## src/rtl/ctrl_pipe_chain_if.sv

```systemverilog
// Interface bundling the control-word pipeline signals.
//   master: the side that feeds decode words and consumes the delayed words/counters.
//   slave : the pipeline itself.
// Signals:
//   ctrl_in/valid_in  decoded control word and its valid qualifier
//   stall             freeze every stage this cycle
//   flush[k]          turn stage k into a bubble on the next edge
//   cnt_clr           synchronous clear of both performance counters
//   ctrl_out/valid_out last-stage word and valid
//   stage_valid       valid bit of every stage (bit k = stage k)
//   bubble_cnt/flush_cnt saturating performance counters
interface ctrl_pipe_chain_if #(
  parameter int unsigned CW     = 24,
  parameter int unsigned STAGES = 1,
  parameter int unsigned CNT_W  = 16
);
  logic [CW-1:0]     ctrl_in;
  logic              valid_in;
  logic              stall;
  logic [STAGES-1:0] flush;
  logic              cnt_clr;
  logic [CW-1:0]     ctrl_out;
  logic              valid_out;
  logic [STAGES-1:0] stage_valid;
  logic [CNT_W-1:0]  bubble_cnt;
  logic [CNT_W-1:0]  flush_cnt;

  modport master (
    output ctrl_in, valid_in, stall, flush, cnt_clr,
    input  ctrl_out, valid_out, stage_valid, bubble_cnt, flush_cnt
  );

  modport slave (
    input  ctrl_in, valid_in, stall, flush, cnt_clr,
    output ctrl_out, valid_out, stage_valid, bubble_cnt, flush_cnt
  );
endinterface

```

## src/rtl/ctrl_pipe_chain.sv

```systemverilog
// Multi-stage pipeline register for decoded control words, with per-stage valid,
// global stall, per-stage flush (bubble insertion) and saturating bubble/flush counters.
// Ports:
//   clk  clock, rising edge
//   rst  asynchronous, active-high reset
//   bus  ctrl_pipe_chain_if slave modport (control word in/out, stall, flush, counters)
// The interface instance must use the same CW/STAGES/CNT_W as this module.
module ctrl_pipe_chain #(
  parameter int unsigned    CW       = 24,
  parameter int unsigned    STAGES   = 1,
  parameter logic [CW-1:0]  NOP_WORD = '0,
  parameter int unsigned    CNT_W    = 16
) (
  input logic              clk,
  input logic              rst,
  ctrl_pipe_chain_if.slave bus
);

  if (STAGES < 1 || STAGES > 4) begin : g_bad_stages
    $error("ctrl_pipe_chain: STAGES must be in the range 1..4");
  end

  logic [STAGES-1:0][CW-1:0] word_q, word_d;
  logic [STAGES-1:0]         valid_q, valid_d;
  logic [CNT_W-1:0]          bubble_q, bubble_d;
  logic [CNT_W-1:0]          flush_q, flush_d;

  // Per-stage next state: flush beats stall, stall beats shift. The shift source is
  // always the pre-edge content of the previous stage, so flushing stage k still lets
  // stage k+1 take stage k's old word.
  for (genvar k = 0; k < STAGES; k++) begin : g_stage
    logic [CW-1:0] shift_word;
    logic          shift_valid;

    if (k == 0) begin : g_head
      assign shift_word  = bus.ctrl_in;
      assign shift_valid = bus.valid_in;
    end else begin : g_body
      assign shift_word  = word_q[k-1];
      assign shift_valid = valid_q[k-1];
    end

    assign word_d[k]  = bus.flush[k] ? NOP_WORD : (bus.stall ? word_q[k]  : shift_word);
    assign valid_d[k] = bus.flush[k] ? 1'b0     : (bus.stall ? valid_q[k] : shift_valid);
  end

  // Counters look at pre-edge valid_out; clear wins over a same-cycle increment.
  always_comb begin
    bubble_d = bubble_q;
    flush_d  = flush_q;
    if (bus.cnt_clr) begin
      bubble_d = '0;
      flush_d  = '0;
    end else begin
      if (!valid_q[STAGES-1] && !bus.stall && (bubble_q != '1)) begin
        bubble_d = bubble_q + 1'b1;
      end
      if ((|bus.flush) && (flush_q != '1)) begin
        flush_d = flush_q + 1'b1;
      end
    end
  end

  always_ff @(posedge clk or posedge rst) begin
    if (rst) begin
      word_q   <= {STAGES{NOP_WORD}};
      valid_q  <= '0;
      bubble_q <= '0;
      flush_q  <= '0;
    end else begin
      word_q   <= word_d;
      valid_q  <= valid_d;
      bubble_q <= bubble_d;
      flush_q  <= flush_d;
    end
  end

  assign bus.ctrl_out    = word_q[STAGES-1];
  assign bus.valid_out   = valid_q[STAGES-1];
  assign bus.stage_valid = valid_q;
  assign bus.bubble_cnt  = bubble_q;
  assign bus.flush_cnt   = flush_q;

endmodule

```

## src/flat_wrapper.sv

```systemverilog
// flat-port wrapper written by rule: the top's interface ports become plain ports
module ctrl_pipe_chain_flat 
#(
  parameter int unsigned    CW       = 24,
  parameter int unsigned    STAGES   = 1,
  parameter logic [CW-1:0]  NOP_WORD = '0,
  parameter int unsigned    CNT_W    = 16
)
  (clk, rst, bus_ctrl_in, bus_valid_in, bus_stall, bus_flush, bus_cnt_clr, bus_ctrl_out, bus_valid_out, bus_stage_valid, bus_bubble_cnt, bus_flush_cnt);
  ctrl_pipe_chain_if #(.CW(CW), .STAGES(STAGES), .CNT_W(CNT_W)) bus_i ();
  input logic clk;
  input logic rst;
  input wire logic [$bits(bus_i.ctrl_in)-1:0] bus_ctrl_in;
  input wire logic [$bits(bus_i.valid_in)-1:0] bus_valid_in;
  input wire logic [$bits(bus_i.stall)-1:0] bus_stall;
  input wire logic [$bits(bus_i.flush)-1:0] bus_flush;
  input wire logic [$bits(bus_i.cnt_clr)-1:0] bus_cnt_clr;
  output wire logic [$bits(bus_i.ctrl_out)-1:0] bus_ctrl_out;
  output wire logic [$bits(bus_i.valid_out)-1:0] bus_valid_out;
  output wire logic [$bits(bus_i.stage_valid)-1:0] bus_stage_valid;
  output wire logic [$bits(bus_i.bubble_cnt)-1:0] bus_bubble_cnt;
  output wire logic [$bits(bus_i.flush_cnt)-1:0] bus_flush_cnt;
  assign bus_i.ctrl_in = bus_ctrl_in;
  assign bus_i.valid_in = bus_valid_in;
  assign bus_i.stall = bus_stall;
  assign bus_i.flush = bus_flush;
  assign bus_i.cnt_clr = bus_cnt_clr;
  assign bus_ctrl_out = bus_i.ctrl_out;
  assign bus_valid_out = bus_i.valid_out;
  assign bus_stage_valid = bus_i.stage_valid;
  assign bus_bubble_cnt = bus_i.bubble_cnt;
  assign bus_flush_cnt = bus_i.flush_cnt;
  ctrl_pipe_chain #(.CW(CW), .STAGES(STAGES), .NOP_WORD(NOP_WORD), .CNT_W(CNT_W)) u_core (.clk(clk), .rst(rst), .bus(bus_i));
endmodule
```

## config.mk

```make
export PLATFORM = sky130hd
export DESIGN_NAME = ctrl_pipe_chain_flat
export DESIGN_NICKNAME = d
export VERILOG_FILES = /design/src/rtl/ctrl_pipe_chain_if.sv /design/src/rtl/ctrl_pipe_chain.sv /design/src/flat_wrapper.sv
export SDC_FILE = /design/constraint.sdc
export NUM_CORES = 1
export LEC_CHECK = 0
export ABC_AREA = 1
export CORE_ASPECT_RATIO = 1.2
export CORE_MARGIN = 5
export CORE_UTILIZATION = 30
export CTS_CLUSTER_DIAMETER = 120
export DETAILED_ROUTE_END_ITERATION = 10
export GPL_ROUTABILITY_DRIVEN = 0
export PLACE_DENSITY = 0.56
export SYNTH_ARGS = -nofsm -noshare
export SYNTH_HDL_FRONTEND = slang
export SYNTH_SLANG_ARGS = --single-unit
```

## constraint.sdc

```tcl
create_clock -name clk -period 2.1 [get_ports clk]
set_clock_uncertainty 0.1 [all_clocks]
set_input_delay 0.315 -clock clk [delete_from_list [all_inputs] [get_ports clk]]
set_output_delay 0.315 -clock clk [all_outputs]
set_load 0.05 [all_outputs]
```

==> impl_metrics.ini, run 1 <==
[status]
outcome = finished, final reports clean

[power_and_ir_drop]
power_density_nw_per_um2 = 661
switchingPower_uw = 789
power_leakage_nw = 2.26
pwr-share-comb_pct = 13.7
swShare_pct = 26.1
sequentialPowerShare_pct = 38.3
clkPwrFrac_pct = 48.0
vdd_ir_drop_max_v = 0.000433
p_int_mw = 2.23

[clocking]
cts_resized = 0
clk_pin_slew_ps = 50
htreeDepth = 3
clkLatencyLatePin_ps = 320
cts.sinks = 57
cts-root-buf = clkbuf_16
hold_buffers = 0
cts-buffers-inserted = 9
cts_tree = done
cts_setup_buffers = 0
clock_path_buffers = 2

[detailed_routing]
drtPass1Iterations = 4
via_per_inst = 4.69
drc = 0
vias = 3128
post_drt_wl_per_cell_um = 13.6
drtIter0Drc = 86
ant_nets = 0
totalWireLength_um = 9050

[worst_setup_path]
critPathBufInv = 1
crit_fanout = 6
crit_path_start_kind = flip-flop
crit_chain = clkdlybuf4s50_1
critPathSlowestCell = clkdlybuf4s50_1
crit_path_end_kind = output port
cp_data_required_time_ps = 1680
crit_family = buffers and inverters
slowest_delay_ps = 860
worst-setup-path-type = flip-flop to output port
arrival_ps = 1640

[layout]
layout.nets = 565
seq_area_um2 = 1430
diodes = 0
multi_input_area_um2 = 1530
finalNonFillerCells = 667
fillers = 1089
area_delta_synth_final_pct = 43.4
drive_gt1_share_pct = 7.99

[timing]
hold_viol = 0
holdWs_ps = 191
tns_ps = 0
setup_viol = 0
finalCriticalPeriod_ps = 2050
drv_slew = 0
maxSlewHeadroom_pct = 64.1
tightest_slew_ps = 537
fmax_mhz = 487
min_period_over_period_pct = 97.8
rsz0062_at_grt = no

[die]
dieWidth_um = 104
die_h_um = 123
initial_core_util_pct = 30.4
pin_count = 88
rows = 41
die_area_um2 = 12800
core-area_um2 = 10500

[placed_design]
io_buffer_count = 87
dp_hpwl_um = 6790
dp.cells = 651

[grt]
grt_pass1_wl_um = 15300
grt_max_degree = 30
grt_use_total_pct = 14.7
grt-ovfl-total = 0
grt_pass1_vias = 3145
antenna_found_initial = 0

[yosys]
synthTopCellsByCount = 161 x nand2_1, 74 x nand3_1, 57 x dfrtp_1
synth.most_common_cell = nand2_1
netlist.area_leader.share_pct = 44.8
avgSynthCellArea_um2 = 7.23
synthCells = 440
synth_cell_types = 25
synth-main-ff-cell = dfrtp_1
synth_edf_count = 0
synth_top_area_cell = dfrtp_1
syn_area_um2 = 3180
ys_seq_elements = 57
synth.area.top_cells = dfrtp_1 45%, nand2_1 19%, nand3_1 12%
yosysWarnings = 0
yosysSeqAreaShare_pct = 44.8
syn-num-nets = 472
async_flop_share_pct = 100

[hold_path]
hold_path_class = input port to asynchronous set/reset pin

[run]
maxCapViolations = 0
==> metrics by stage <==
stage | setup WS [ps] | total power [mW] | instance area (um2) | utilization (%)
finish | 47.1 | 3.02 | 4560 | 43.6
detailed placement | 159 | 1.59 | 4250 | 40.6
floorplan | 198 | 1.41 | 3180 | -
global placement | 226 | 1.59 | 4250 | 40.6
global route | 4.42 | 3.14 | 4560 | 43.6
CTS | 13.6 | 3.06 | 4550 | 43.4
==> metal layers <==
metal | part of all wire (%) | track usage (%) | wire length [um] | vias to the layer above
li1 | - | - | - | 1575
met4 | 1.8 | 6.32 | 164 | 0
met5 | 0 | 0 | 0 | -
met1 | 45 | 18.6 | 4110 | 1487
met2 | 49 | 24.9 | 4470 | 54
met3 | 3.3 | 2.63 | 302 | 12
==> layout by cell type, fill, tap and decap left out <==
cell             count
a21oi_1             12
and2_1               1
buf_12               3
buf_4                8
bufinv_16            1
clkbuf_1             1
clkbuf_16            9
clkbuf_8             1
clkdlybuf4s50_1     82
clkinv_1             1
clkinv_2             2
clkinvlp_4           2
dfrtp_1             57
dlymetal6s2s_1       4
ha_1                 2
inv_1               39
inv_2                2
nand2_1            161
nand2_2              4
nand3_1             74
nand3b_1             6
nand4_1              5
nor2_1              30
nor2_2               6
nor2_4               4
o21ai_0              6
o21ai_4              1
o21bai_1             1
xnor2_1              2
xor2_1              11
==> final timing paths <==
path	from	end	slack [ps]	depth (start not counted)
worst max-delay path	u_core.bus.flush_cnt[9]	bus_flush_cnt[9]	50	1
worst min-delay path	rst	u_core.bus.flush_cnt[4]	190	2
worst max register to register	u_core.bus.flush_cnt[1]	u_core.bus.flush_cnt[3]	260	9
worst min register to register	u_core.bus.ctrl_out[14]	u_core.bus.ctrl_out[14]	410	2
max in group asynchronous	rst	u_core.bus.ctrl_out[0]	1230	3
min in group clk	u_core.bus.ctrl_out[14]	u_core.bus.ctrl_out[14]	410	2
==> sequential cells by signal (all words and copies together), names as in the netlist <==
signal	flops
u_core.bus.ctrl_out	24
u_core.bus.stage_valid	1
u_core.bus.bubble_cnt	16
u_core.bus.flush_cnt	16
==> cell families (layout without fill, tap and decap cells) <==
logic type,count (synthesis),count (layout),synth area share [%]
XOR/XNOR,13,13,3.58
AO/OA/AOI/OAI,20,20,3.34
AND/OR/NAND/NOR,291,291,40.1
flip-flops,57,57,44.8
adder cells (fa/ha/maj),2,2,0.786
buffers and inverters,57,155,7.35
==> area by class of cell <==
| cell class | instances | share of cell area, % |
|---|---|---|
| Tap cell | 129 | 3.54 |
| Clock buffer | 11 | 5.32 |
| Clock inverter | 5 | 1.21 |
| Timing Repair Buffer | 97 | 21.7 |
| Inverter | 42 | 3.45 |
| Multi-Input combinational cell | 326 | 33.5 |
| Sequential cell | 57 | 31.3 |
==> power groups by stage <==
stage	Sequential (mW)	Combinational, mW	Clock, mW
4_1_cts	1.15	0.420	1.49
3_5_place_dp	1.17	0.419	0
3_3_place_gp	1.17	0.417	0
2_1_floorplan	1.29	0.118	0
6_report	1.15	0.414	1.45
5_1_grt	1.16	0.446	1.54
No activity file was read; power rests on OpenSTA's default activity.
==> run 2: changes to the inputs <==
--- a/config.mk
+++ b/config.mk
@@ -7,7 +7,6 @@
 export LEC_CHECK = 0
 export ABC_AREA = 1
 export CORE_ASPECT_RATIO = 1.2
-export CORE_MARGIN = 5
 export CORE_UTILIZATION = 30
 export CTS_CLUSTER_DIAMETER = 120
 export DETAILED_ROUTE_END_ITERATION = 10
==> impl_metrics.ini, run 2 (same netlist as run 1, synthesis figures left out) <==
[worst_setup_path]
r2r_cells = 8
critPathSlowestCell = clkdlybuf4s50_1
cp_data_required_time_ps = 1680
reg2reg_slack_ps = 260
critPathBufInv = 1
slowest_delay_ps = 850
worst-setup-path-type = flip-flop to output port
rr_endpoint = u_core.bus.bubble_cnt[11]
crit_chain = clkdlybuf4s50_1
arrival_ps = 1630
reg2reg_from = u_core.bus.bubble_cnt[0]
crit_path_start_kind = flip-flop
crit_family = buffers and inverters
crit_path_end_kind = output port
crit_fanout = 7

[grt]
grt_max_degree = 27
grt_pass1_wl_um = 14300
grt_use_total_pct = 16.9
antenna_found_initial = 0
grt_pass1_vias = 3027
grt-ovfl-total = 0

[die]
initial_core_util_pct = 31.3
die_h_um = 115
core-area_um2 = 10200
die_area_um2 = 11000
rows = 40
pin_count = 88
dieWidth_um = 96.0

[detailed_routing]
drtPass1Iterations = 4
totalWireLength_um = 8630
drtIter0Drc = 146
ant_nets = 0
drc = 0
post_drt_wl_per_cell_um = 13.0
vias = 3128
via_per_inst = 4.72

[power_and_ir_drop]
power_mw = 2.93
vdd_ir_drop_max_v = 0.000319
sequentialPowerShare_pct = 39.5
power_density_nw_per_um2 = 648
power_leakage_nw = 2.23
swShare_pct = 26.2
switchingPower_uw = 767
clkPwrFrac_pct = 46.7
pwr-share-comb_pct = 13.8
p_int_mw = 2.16

[timing]
setup_viol = 0
tns_ps = 0
finalCriticalPeriod_ps = 2050
rsz0062_at_grt = no
fmax_mhz = 488
min_period_over_period_pct = 97.5
hold_viol = 0
maxSlewHeadroom_pct = 62.7
drv_slew = 0
tightest_slew_ps = 559

[placed_design]
io_buffer_count = 87
dp_hpwl_um = 6300
dpl_cell_area_um2 = 4240

[layout]
design_area_um2 = 4530
fillers = 1042
area_delta_synth_final_pct = 42.2
drive_gt1_share_pct = 7.64
diodes = 0
layout.nets = 565
final_common_cell = nand2_1
final_cell_mix = 161 x nand2_1, 84 x clkdlybuf4s50_1, 74 x nand3_1, 57 x dfrtp_1, 39 x inv_1
largest_reg_flops = 24

[clocking]
htreeDepth = 3
clkLatencyLatePin_ps = 330
cts-root-buf = clkbuf_16
cts.sinks = 57
cts_setup_buffers = 0
cts_tree = done
hold_buffers = 0
clock_path_buffers = 2
cts-buffers-inserted = 9
clk_pin_slew_ps = 50

[status]
outcome = finished, final reports clean

[hold_path]
hold_path_class = input port to asynchronous set/reset pin

[run]
maxCapViolations = 0
## run 2: worst max-delay path by stage
stage | start | to | slack [ps] | cells past startpoint
finish | u_core.bus.flush_cnt[12] | bus_flush_cnt[12] | 50 | 1
CTS | u_core.bus.flush_cnt[2] | bus_flush_cnt[2] | 1 | 1
global placement | bus_stall | u_core.bus.stage_valid | 240 | 5
floorplan | u_core.bus.flush_cnt[1] | u_core.bus.flush_cnt[1] | 200 | 9
global route | u_core.bus.bubble_cnt[3] | bus_bubble_cnt[3] | 3 | 1
detailed placement | u_core.bus.flush_cnt[0] | u_core.bus.flush_cnt[2] | 220 | 8
## run 2: layout make-up
cell class / count / area [um2] / area share [%]
clock buffer: 13 / 270 / 5.97
clock inverter: 2 / 12.5 / 0.276
inverter: 42 / 158 / 3.48
multi-input combinational: 326 / 1520 / 33.6
sequential: 57 / 1430 / 31.5
tap: 126 / 158 / 3.48
timing repair buffer: 97 / 978 / 21.6
## run 2: per-layer routing
layer | global-route usage [%] | part of all wire [%] | up-vias
met4 | 8.66 | 2.4 | 0
met3 | 3.97 | 5.1 | 14
li1 | - | - | 1576
met1 | 20.6 | 43 | 1468
met2 | 27.5 | 49 | 70
met5 | 0 | 0 | -
## run 2: per-stage QoR
step	hold slack, ps	std cells	worst slack (ps)	util [%]
after global placement	390	648	245	41.7
after CTS	214	663	1.50	44.5
final	206	663	51.6	44.5
after global routing	275	663	3.41	44.5
after floorplan	278	440	198	-
after detailed placement	394	648	221	41.7
## run 2: repair_timing
item | in CTS | in global routing
resized for setup | 0 | 3
setup endpoints to repair | 0 | 3
hold endpoints to repair | 0 | 0
## run 2: power by group through the flow
stage          Combinational, mW  Clock [mW]  Sequential (mW)
4_1_cts                    0.411        1.41             1.16
5_1_grt                    0.435        1.44             1.16
3_5_place_dp               0.410           0             1.18
3_3_place_gp               0.408           0             1.18
2_1_floorplan              0.118           0             1.29
6_report                   0.403        1.37             1.16
